## src/rtl/cache_fill_arbiter.sv

```systemverilog
// Shares one pipelined main-memory port between I-cache block fills and D-cache
// fills / write-throughs, steers returned words to the right cache and freezes requesters.
module cache_fill_arbiter #(
  parameter int MEM_LAT = 4,
  parameter int WORDS   = 8
) (
  input  logic                       clk,
  input  logic                       rst,
  input  logic                       i_miss,
  input  logic [15:0]                i_addr,
  input  logic                       d_miss,
  input  logic                       d_wr,
  input  logic [15:0]                d_addr,
  input  logic [15:0]                d_wdata,
  output logic                       mem_en,
  output logic                       mem_wr,
  output logic [15:0]                mem_addr,
  output logic [15:0]                mem_wdata,
  input  logic                       mem_valid,
  input  logic [15:0]                mem_rdata,
  output logic                       i_fill_we,
  output logic                       d_fill_we,
  output logic [$clog2(WORDS)-1:0]   fill_word,
  output logic [15:0]                fill_data,
  output logic                       i_busy,
  output logic                       d_busy,
  output logic                       i_done,
  output logic                       d_done
);

  localparam int               CW        = $clog2(WORDS);
  localparam logic [15:0]      BLK_MASK  = 16'(2 * WORDS - 1);
  localparam logic [CW:0]      ISSUE_END = (CW + 1)'(WORDS);
  localparam logic [CW-1:0]    RECV_LAST = CW'(WORDS - 1);

  if ((MEM_LAT < 1) || (WORDS < 2) || ((WORDS & (WORDS - 1)) != 0)) begin : g_param_check
    $error("cache_fill_arbiter: MEM_LAT must be >= 1 and WORDS a power of two >= 2");
  end

  typedef enum logic [1:0] {
    ST_IDLE    = 2'd0,
    ST_I_FILL  = 2'd1,
    ST_D_FILL  = 2'd2,
    ST_D_WRITE = 2'd3
  } state_t;

  state_t         state_r;
  state_t         state_nx_s;
  logic [CW:0]    issue_cnt_r;
  logic [CW-1:0]  recv_cnt_r;
  logic [15:0]    base_r;
  logic [15:0]    wr_addr_r;
  logic [15:0]    wdata_r;
  logic           last_d_r;
  logic           grant_i_s;
  logic           grant_d_s;
  logic           fill_s;
  logic           issuing_s;
  logic           beat_s;
  logic           last_beat_s;
  logic           write_ack_s;

  // Cycle qualifiers; a beat is only accepted while fewer words were received than issued
  always_comb begin
    fill_s      = (state_r == ST_I_FILL) || (state_r == ST_D_FILL);
    issuing_s   = (fill_s && (issue_cnt_r < ISSUE_END)) ||
                  ((state_r == ST_D_WRITE) && (issue_cnt_r == '0));
    beat_s      = fill_s && mem_valid && ({1'b0, recv_cnt_r} < issue_cnt_r);
    last_beat_s = beat_s && (recv_cnt_r == RECV_LAST);
    write_ack_s = (state_r == ST_D_WRITE) && mem_valid && (issue_cnt_r != '0);
  end

  // State register
  always_ff @(posedge clk or negedge rst) begin
    if (!rst) begin
      state_r <= ST_IDLE;
    end else begin
      state_r <= state_nx_s;
    end
  end

  // Next state and round-robin grant: on a tie the side not served last wins
  always_comb begin
    state_nx_s = state_r;
    grant_i_s  = 1'b0;
    grant_d_s  = 1'b0;
    case (state_r)
      ST_IDLE: begin
        if (i_miss && d_miss) begin
          grant_i_s = last_d_r;
          grant_d_s = ~last_d_r;
        end else begin
          grant_i_s = i_miss;
          grant_d_s = d_miss;
        end
        if (grant_i_s) begin
          state_nx_s = ST_I_FILL;
        end else if (grant_d_s) begin
          state_nx_s = d_wr ? ST_D_WRITE : ST_D_FILL;
        end else begin
          state_nx_s = ST_IDLE;
        end
      end
      ST_I_FILL, ST_D_FILL: begin
        if (last_beat_s) begin
          state_nx_s = ST_IDLE;
        end else begin
          state_nx_s = state_r;
        end
      end
      ST_D_WRITE: begin
        if (write_ack_s) begin
          state_nx_s = ST_IDLE;
        end else begin
          state_nx_s = ST_D_WRITE;
        end
      end
      default: state_nx_s = ST_IDLE;
    endcase
  end

  // Grant-time latches and issue/receive counters
  always_ff @(posedge clk or negedge rst) begin
    if (!rst) begin
      issue_cnt_r <= '0;
      recv_cnt_r  <= '0;
      base_r      <= 16'h0000;
      wr_addr_r   <= 16'h0000;
      wdata_r     <= 16'h0000;
      last_d_r    <= 1'b0;
    end else if (state_r == ST_IDLE) begin
      issue_cnt_r <= '0;
      recv_cnt_r  <= '0;
      if (grant_i_s) begin
        base_r   <= i_addr & ~BLK_MASK;
        last_d_r <= 1'b0;
      end else if (grant_d_s) begin
        base_r    <= d_addr & ~BLK_MASK;
        wr_addr_r <= d_addr;
        wdata_r   <= d_wdata;
        last_d_r  <= 1'b1;
      end
    end else if (last_beat_s || write_ack_s) begin
      issue_cnt_r <= '0;
      recv_cnt_r  <= '0;
    end else begin
      if (issuing_s) begin
        issue_cnt_r <= issue_cnt_r + (CW + 1)'(1);
      end
      if (beat_s) begin
        recv_cnt_r <= recv_cnt_r + CW'(1);
      end
    end
  end

  // Memory request, fill steering, completion and freeze outputs
  always_comb begin
    mem_en    = issuing_s;
    mem_wr    = issuing_s && (state_r == ST_D_WRITE);
    if (issuing_s && fill_s) begin
      mem_addr  = base_r + 16'({issue_cnt_r, 1'b0});
      mem_wdata = 16'h0000;
    end else if (mem_wr) begin
      mem_addr  = wr_addr_r;
      mem_wdata = wdata_r;
    end else begin
      mem_addr  = 16'h0000;
      mem_wdata = 16'h0000;
    end
    i_fill_we = beat_s && (state_r == ST_I_FILL);
    d_fill_we = beat_s && (state_r == ST_D_FILL);
    fill_word = beat_s ? recv_cnt_r : '0;
    fill_data = beat_s ? mem_rdata : 16'h0000;
    i_done    = last_beat_s && (state_r == ST_I_FILL);
    d_done    = (last_beat_s && (state_r == ST_D_FILL)) || write_ack_s;
    // Gated by rst so every output reads 0 while reset is applied
    i_busy    = rst && i_miss && !i_done;
    d_busy    = rst && d_miss && !d_done;
  end

endmodule

```

## config.mk

```make
export PLATFORM = sky130hd
export DESIGN_NAME = cache_fill_arbiter
export DESIGN_NICKNAME = d
export VERILOG_FILES = /design/src/rtl/cache_fill_arbiter.sv
export SDC_FILE = /design/constraint.sdc
export NUM_CORES = 1
export LEC_CHECK = 0
export ABC_AREA = 0
export CAP_MARGIN = 20
export CORE_ASPECT_RATIO = 1.25
export CORE_MARGIN = 2
export CORE_UTILIZATION = 40
export CTS_CLUSTER_SIZE = 24
export DETAILED_ROUTE_END_ITERATION = 8
export DONT_BUFFER_PORTS = 1
export PLACE_DENSITY_LB_ADDON = 0.08
export SLEW_MARGIN = 20
export SYNTH_ARGS = -nofsm -noshare
export SYNTH_HDL_FRONTEND = slang
export SYNTH_SLANG_ARGS = --single-unit
```

## constraint.sdc

```tcl
create_clock -name clk -period 3.4 [get_ports clk]
set_input_delay 1.02 -clock clk [delete_from_list [all_inputs] [get_ports clk]]
set_output_delay 1.02 -clock clk [all_outputs]
set_load 0.05 [all_outputs]
```

==> impl_summary.log, run 1 <==
[metrics] status: finished, final reports clean
[metrics] clk buf depth: 2
[metrics] count of pins on the block boundary: 129
[metrics] vias in the first global route: approximately 2500
[metrics] buffer cell driving the clock tree root: sky130_fd_sc_hd__clkbuf_8
[metrics] Worst path slowest cell: sky130_fd_sc_hd__dfrtp_1
[metrics] count of fill cells added during filler insertion: between 600 and 700
[metrics] via count: 2429
[metrics] max_slew headroom: 42.4%
[metrics] global-route met1 utilization: 20.7%
[metrics] number of clock buffers inserted by TritonCTS: 5
[metrics] worst slack at placement: 0.146 ns
[metrics] ys flop type: sky130_fd_sc_hd__dfrtp_1
[metrics] post-synthesis cell type count: 41
[metrics] post-synthesis instance area: 3110 sq um
[metrics] portion of the post-synthesis area used by sequential elements: between 40% and 50%
[metrics] required time of the critical path: ~2.4 ns
[metrics] met2 routing resource usage after global routing: between 30 and 40%
[metrics] core footprint: 7440 sq um
[metrics] aggregate global routing overflow: 0
[metrics] total global routing track utilization: 17.4%
[metrics] worst vdd ir: 399 uV
[metrics] area added between synthesis and finish: 31.5%
[metrics] RR Endpoint: wr_addr_r[1]$_DFFE_PN0P_
[metrics] Post-synth EDFFs: 0
[metrics] worst-case reg-to-reg path depth: 4
[metrics] Post-Route Hold Slack: 0.394 ns
[metrics] input/output buffers: 0
[metrics] post-placement cell count: 439
[metrics] mean post-synth cell area: 10.0 sq um
[metrics] final instance area: 4090 sq um
[metrics] Slew @ Worst Pin: slightly below 0.9 ns
[metrics] mean number of vias per cell: 5.37
[metrics] total of flip-flops plus latches after synthesis: between 50 and 60
[metrics] count of unresolved DRC violations after routing: 0
[metrics] number of inserted diodes: 0
[metrics] number of buffers inserted by hold repair at cts: 0
[metrics] final cell count without fillers: 452
[metrics] CTS tree: built
[metrics] global-route layer with the greatest usage: met2
[metrics] number of H-tree levels: 2
[metrics] GR Layer Usage met3: 5.68%
[metrics] arrival time of data at the critical path endpoint: ~2.3 ns
[metrics] Clock transition at path regs: 0.10 ns
[metrics] FMAX: 0.305 GHz
[metrics] Final Cycle Share: 96.4%
[metrics] Post-DP HPWL: 5520 um
[metrics] fraction of registers with async set/reset: 100%
[metrics] layout cell share with drive strength beyond 1: 34.2%
[metrics] largest net degree at the start of global routing: 57
[metrics] Die Area: 8500 sq um
[metrics] final estimated routing congestion in global placement: 0.783
[metrics] combinational family with the most area after synthesis: simple AND/OR/NAND/NOR gates
[metrics] count of antenna-violating nets left after detailed routing: 0
[metrics] Worst Setup End Kind: output pin
[metrics] cell-by-cell trace of the critical path: inv_1, ha_1, or3b_4, nor3_4, buf_4, and2_1
[metrics] total power draw: 3.71 mW
[metrics] fraction of the mapped netlist area in simple logic gates: approximately a fifth
[metrics] number of sinks driven by the clock tree: 54
[metrics] Power Dens Cells: 907 nW/um^2
[metrics] average wire length per cell after detail routing: between 15 and 20 um
[metrics] xor/xnor share of the synthesized area: 2.82%
[metrics] starting density of the core: 41.8%
[metrics] number of cells produced by synthesis: 311
[metrics] worst setup skew after layout: around 0.0065 ns
[metrics] area post-placement: 3880 sq um
[metrics] CP Launch Type: flop
[metrics] Max FO, Critical Path: 5
[metrics] max-slew violation count: 0
[metrics] reg2reg setup slack: 1.31 ns
[metrics] type of the most critical hold path: input pin to async pin
[metrics] compound-gate portion of the synthesized area: ~10%
[metrics] Final #Nets: between 400 and 500
[metrics] Fin Setup TNS: 0 ns
[metrics] global-route wire length before repair: 12000 um
[metrics] Detailed Routing Iterations Pass 1: 4
[metrics] 1st-iter DRT viols: 67
[metrics] yosys warns: 0
[metrics] critical path class: flop to output pin
[metrics] horizontal die dimension: 82.9 um
[metrics] number of antenna violations at the first check in global routing: 0
[metrics] final setup violation count: 0
[metrics] slowest stage delay, CP: about 0.45 ns
[metrics] min setup slack post-route: 0.121 ns
[metrics] mux share of post-synthesis cell area: 16.8%
[metrics] floorplan die height: 103 um
[metrics] latest clock arrival within the worst-skew pair: 0.31 ns
[metrics] count of final hold-check violations: 0
[metrics] Max-Cap Viols: 0
[metrics] nets in the synthesized netlist: 393
[metrics] crit path time final: 3.28 ns
[metrics] number of core rows: 35
[metrics] reported leakage power: 1.85 nW
[metrics] source of the worst register-to-register timing path: state_r[0]$_DFFE_PN0P_
[metrics] total wire length: 7400 um
[metrics] Synth Area in Adders: about 4.8%
[metrics] fin util: between 50% and 60%
## metal layers
layer | up-vias | routed length (um)
met5 | - | 0
met4 | 0 | 91
met3 | 8 | 606
met2 | 104 | 3620
met1 | 1146 | 3090
li1 | 1171 | -
## area by class of cell
type                            instances  area, sq um  area share [%]
Sequential cell                        54         1350            33.0
Inverter                               12         45.0            1.10
Clock buffer                            5         68.8            1.68
Clock inverter                          3         48.8            1.19
Tap cell                               92          115            2.82
Timing Repair Buffer                   54          722            17.7
Multi-Input combinational cell        232         1740            42.5
## synth_stat cells (2+ instances only)
library cell                count  area, sq um
sky130_fd_sc_hd__dfrtp_1       54         1350
sky130_fd_sc_hd__and2_1        42          263
sky130_fd_sc_hd__nand2_1       36          135
sky130_fd_sc_hd__mux2_2        34          383
sky130_fd_sc_hd__o21ai_0       25          125
sky130_fd_sc_hd__mux2i_1       14          140
sky130_fd_sc_hd__ha_1          12          150
sky130_fd_sc_hd__inv_1         12         45.0
sky130_fd_sc_hd__clkbuf_1      11         41.3
sky130_fd_sc_hd__nand3_1       10         50.1
sky130_fd_sc_hd__nor2_1         7         26.3
sky130_fd_sc_hd__xnor2_1        6         52.6
sky130_fd_sc_hd__a21oi_1        5         25.0
sky130_fd_sc_hd__nor3_1         4         20.0
sky130_fd_sc_hd__xor2_1         4         35.0
sky130_fd_sc_hd__and3_1         3         18.8
sky130_fd_sc_hd__a211o_1        2         17.5
sky130_fd_sc_hd__a22o_1         2         17.5
sky130_fd_sc_hd__a311oi_1       2         17.5
sky130_fd_sc_hd__buf_2          2         10.0
sky130_fd_sc_hd__nand4_1        2         12.5
sky130_fd_sc_hd__o2111ai_1      2         17.5
sky130_fd_sc_hd__o211ai_1       2         15.0
## power by group
group | total (mW) | internal (mW) | switching (mW)
registers | 1.14 | 0.939 | 0.199
logic | 2.12 | 0.870 | 1.25
clock network | 0.451 | 0.225 | 0.226
## state kept, by name (all words and copies together) (netlist names)
signal,flops
recv_cnt_r,3
last_d_r,1
state_r,2
base_r,12
wdata_r,16
wr_addr_r,16
issue_cnt_r,4
## logic make-up after synthesis
| kind of cell | count (synthesis) |
|---|---|
| and+or+nand+nor | 112 |
| buffers and inverters | 25 |
| muxes | 48 |
| adders and majority gates | 12 |
| xor gates and xnor gates | 10 |
| AOI/OAI and AO/OA | 50 |
| DFF | 54 |
## worst max path at each step
stage                                     from             to  slack [ns]  cells past startpoint
floorplan               state_r[0]$_DFFE_PN0P_         mem_wr       0.004                      5
global placement                     mem_valid  fill_data[12]        0.15                      6
detailed placement                   mem_valid  fill_data[12]        0.15                      6
CTS                 issue_cnt_r[2]$_DFFE_PN0P_  fill_data[12]        0.01                      8
global route        issue_cnt_r[2]$_DFFE_PN0P_      i_fill_we      -0.003                      8
finish              issue_cnt_r[0]$_DFFE_PN0P_  mem_wdata[10]        0.12                      6
## worst max-delay path: cells and delay by family, from the launching register on
kind / cells / cell delay, ns
and+or+nand+nor: 3 / 1.04
DFF: 1 / 0.45
buffers and inverters: 2 / 0.29
adders and majority gates: 1 / 0.17
## layout by cell type (no fill, tap or decap), drive strengths merged, types with 3 or more instances in the layout
cell and instances:
nor3 4, ha 12, nand3 10, buf 54, inv 13, nor2 7
mux2 34, xor2 4, xnor2 6, a21oi 5, and3 3, o21ai 26
mux2i 14, and2 42, dfrtp 54, clkbuf 5, nand2 36
## timing repair
| item | 4_1_cts | 5_1_grt |
|---|---|---|
| gates cloned | 0 | 0 |
| setup buffers | 1 | 4 |
| hold endpoints to repair | 0 | 0 |
| resized for setup | 16 | 7 |
| setup endpoints to repair | 36 | 39 |
| pin swaps | 1 | 0 |
No activity file was read; power rests on OpenSTA's default activity.
==> run 2, diff against run 1 <==
CORE_MARGIN = unset   (was 2)
CTS_CLUSTER_DIAMETER = 60   (was unset)
==> run 2 against run 1 <==
Net effect: non-clock buffer count rose by 20; final cell count up 4.2%; flip-flop and latch count unchanged; sequential share of layout area down 2.5 points; via count increased by 3.5%; critical path depth rose by 3; sequential power about the same; die area fell by 4.3%; wire length increased by 1.3%; first-iteration DRC count grew 4.5%; highest routed layer unchanged; fmax fell by 2.1%; setup slack worse by 0.069 ns.
==> impl_summary.log, run 2 (synthesis gave the netlist of run 1 again) <==
[metrics] cell-by-cell trace of the critical path: inv_1, ha_2, or3b_4, nor3_4, buf_12, buf_12, a22oi_1, o311ai_2, buf_6
[metrics] Post-DP HPWL: 5470 um
[metrics] Max-Cap Viols: 0
[metrics] count of unresolved DRC violations after routing: 0
[metrics] largest net degree at the start of global routing: 57
[metrics] Clock transition at path regs: ~0.1 ns
[metrics] buffer cell driving the clock tree root: sky130_fd_sc_hd__clkbuf_8
[metrics] layout cell share with drive strength beyond 1: 34.6%
[metrics] max_slew headroom: 42.1%
[metrics] horizontal die dimension: between 80 and 90 um
[metrics] count of fill cells added during filler insertion: 640
[metrics] Max FO, Critical Path: 8
[metrics] aggregate global routing overflow: 0
[metrics] number of H-tree levels: 2
[metrics] mean number of vias per cell: 5.34
[metrics] number of core rows: 35
[metrics] number of sinks driven by the clock tree: 54
[metrics] average wire length per cell after detail routing: 15.9 um
[metrics] FF+latch area: 1350 sq um
[metrics] Detailed Routing Iterations Pass 1: 4
[metrics] arrival time of data at the critical path endpoint: 2.33 ns
[metrics] Top cell by count, worst path: sky130_fd_sc_hd__buf_12
[metrics] required time of the critical path: approximately 2.4 ns
[metrics] Post-Route Hold Slack: approximately 0.4 ns
[metrics] floorplan die height: 101 um
[metrics] core footprint: 7440 sq um
[metrics] worst vdd ir: 372 uV
[metrics] number of inserted diodes: 0
[metrics] clk buf depth: 2
[metrics] final estimated routing congestion in global placement: 0.773
[metrics] input/output buffers: 0
[metrics] final instance area: 4430 sq um
[metrics] reported leakage power: 1.98 nW
[metrics] CP top delay family: simple AND/OR/NAND/NOR gates
[metrics] count of pins on the block boundary: 129
[metrics] Worst path slowest cell: sky130_fd_sc_hd__dfrtp_1
[metrics] count of final hold-check violations: 0
[metrics] number of buffers and inverters on the critical path: 4
[metrics] final setup violation count: 0
[metrics] critical path class: flop to output pin
[metrics] CP Launch Type: flop
[metrics] Final Cycle Share: around 98%
[metrics] slowest stage delay, CP: between 0.4 and 0.5 ns
[metrics] via count: 2514
[metrics] leading cell type in the layout, fill and taps excluded: sky130_fd_sc_hd__dfrtp_1
[metrics] total global routing track utilization: 18.6%
[metrics] global-route wire length before repair: 11500 um
[metrics] post-placement cell count: 454
[metrics] status: finished, final reports clean
[metrics] Worst Setup End Kind: output pin
[metrics] type of the most critical hold path: input pin to async pin
[metrics] count of antenna-violating nets left after detailed routing: 0
[metrics] total wire length: 7500 um
[metrics] crit path time final: about 3.3 ns
[metrics] final cell count without fillers: 471
[metrics] top library cells by usage in the layout, fill and taps aside: sky130_fd_sc_hd__dfrtp_1 (53), sky130_fd_sc_hd__buf_12 (42), sky130_fd_sc_hd__and2_1 (39)
[metrics] 1st-iter DRT viols: 70
[metrics] FMAX: 0.299 GHz
[metrics] area added between synthesis and finish: 42.6%
[metrics] area post-placement: about 4200 sq um
[metrics] Final #Nets: 461
[metrics] Power Dens Cells: 845 nW/um^2
[metrics] vias in the first global route: around 2400
[metrics] worst setup skew after layout: 0.00327 ns
[metrics] Slew @ Worst Pin: slightly below 0.9 ns
[metrics] starting density of the core: 41.8%
[metrics] number of clock buffers inserted by TritonCTS: 5
[metrics] latest clock arrival within the worst-skew pair: 0.30 ns
[metrics] registers with the most flip-flops: wdata_r (16), wr_addr_r (16), base_r (12)
[metrics] max-slew violation count: 0
[metrics] CTS tree: built
[metrics] total area of multi-input combinational cells: 1710 sq um
[metrics] number of antenna violations at the first check in global routing: 0
[metrics] Die Area: 8130 sq um
## run 2: path summary, 6_finish.rpt
check / startpoint / to / slack, ns / depth (start not counted)
worst max-delay path: issue_cnt_r[0]$_DFFE_PN0P_ / mem_addr[15] / 0.05 / 9
worst min-delay path: rst / wdata_r[10]$_DFFE_PN0P_ / 0.40 / 0
worst max register to register: state_r[0]$_DFFE_PN0P_ / wdata_r[5]$_DFFE_PN0P_ / 1.27 / 4
worst min register to register: base_r[14]$_DFFE_PN0P_ / base_r[14]$_DFFE_PN0P_ / 0.50 / 2
max in group asynchronous: rst / base_r[13]$_DFFE_PN0P_ / 2.90 / 0
min in group clk: base_r[14]$_DFFE_PN0P_ / base_r[14]$_DFFE_PN0P_ / 0.50 / 2
## run 2: cell type report
cell class,count,area share (%)
Multi-Input combinational cell,232,38.7
Sequential cell,54,30.5
Timing Repair Buffer,74,25.3
Tap cell,92,2.60
Clock buffer,5,1.55
Inverter,12,1.02
Clock inverter,2,0.310
## run 2: layer usage
layer / share of wire [%] / wire [um] / global-route usage (%)
met3: 11 / 824 / 7.06
met4: 1.4 / 102 / 5.63
met5: 0 / 0 / 0
met2: 50 / 3770 / 32.2
met1: 37 / 2810 / 20.9
## run 2: what timing repair did
| item | CTS | global route |
|---|---|---|
| pin swaps | 0 | 3 |
| cloned | 0 | 2 |
| gates resized for setup | 1 | 11 |
| hold buffers | 0 | 0 |
| setup buffers | 0 | 8 |
| endpoints found under the setup margin | 1 | 33 |
## run 2: report_power, final
part           switching (mW)  leakage [nW]  total, mW  internal [mW]
clock                   0.204        0.0444      0.347          0.143
sequential              0.194         0.656       1.13          0.939
combinational            1.28          1.28       2.27          0.988
total                    1.68          1.98       3.75           2.07
## run 2: stage by stage
stage | setup TNS (ns) | worst slack, ns | total power [mW] | utilization, %
after floorplan | 0 | 0.00441 | 2.57 | -
after CTS | 0 | 0.00131 | 3.69 | 57.5
final | 0 | 0.0519 | 3.75 | 59.5
after detailed placement | 0 | 0.205 | 3.32 | 56.4
after global placement | 0 | 0.227 | 3.28 | 56.4
after global routing | -0.0639 | -0.0346 | 4.01 | 59.5
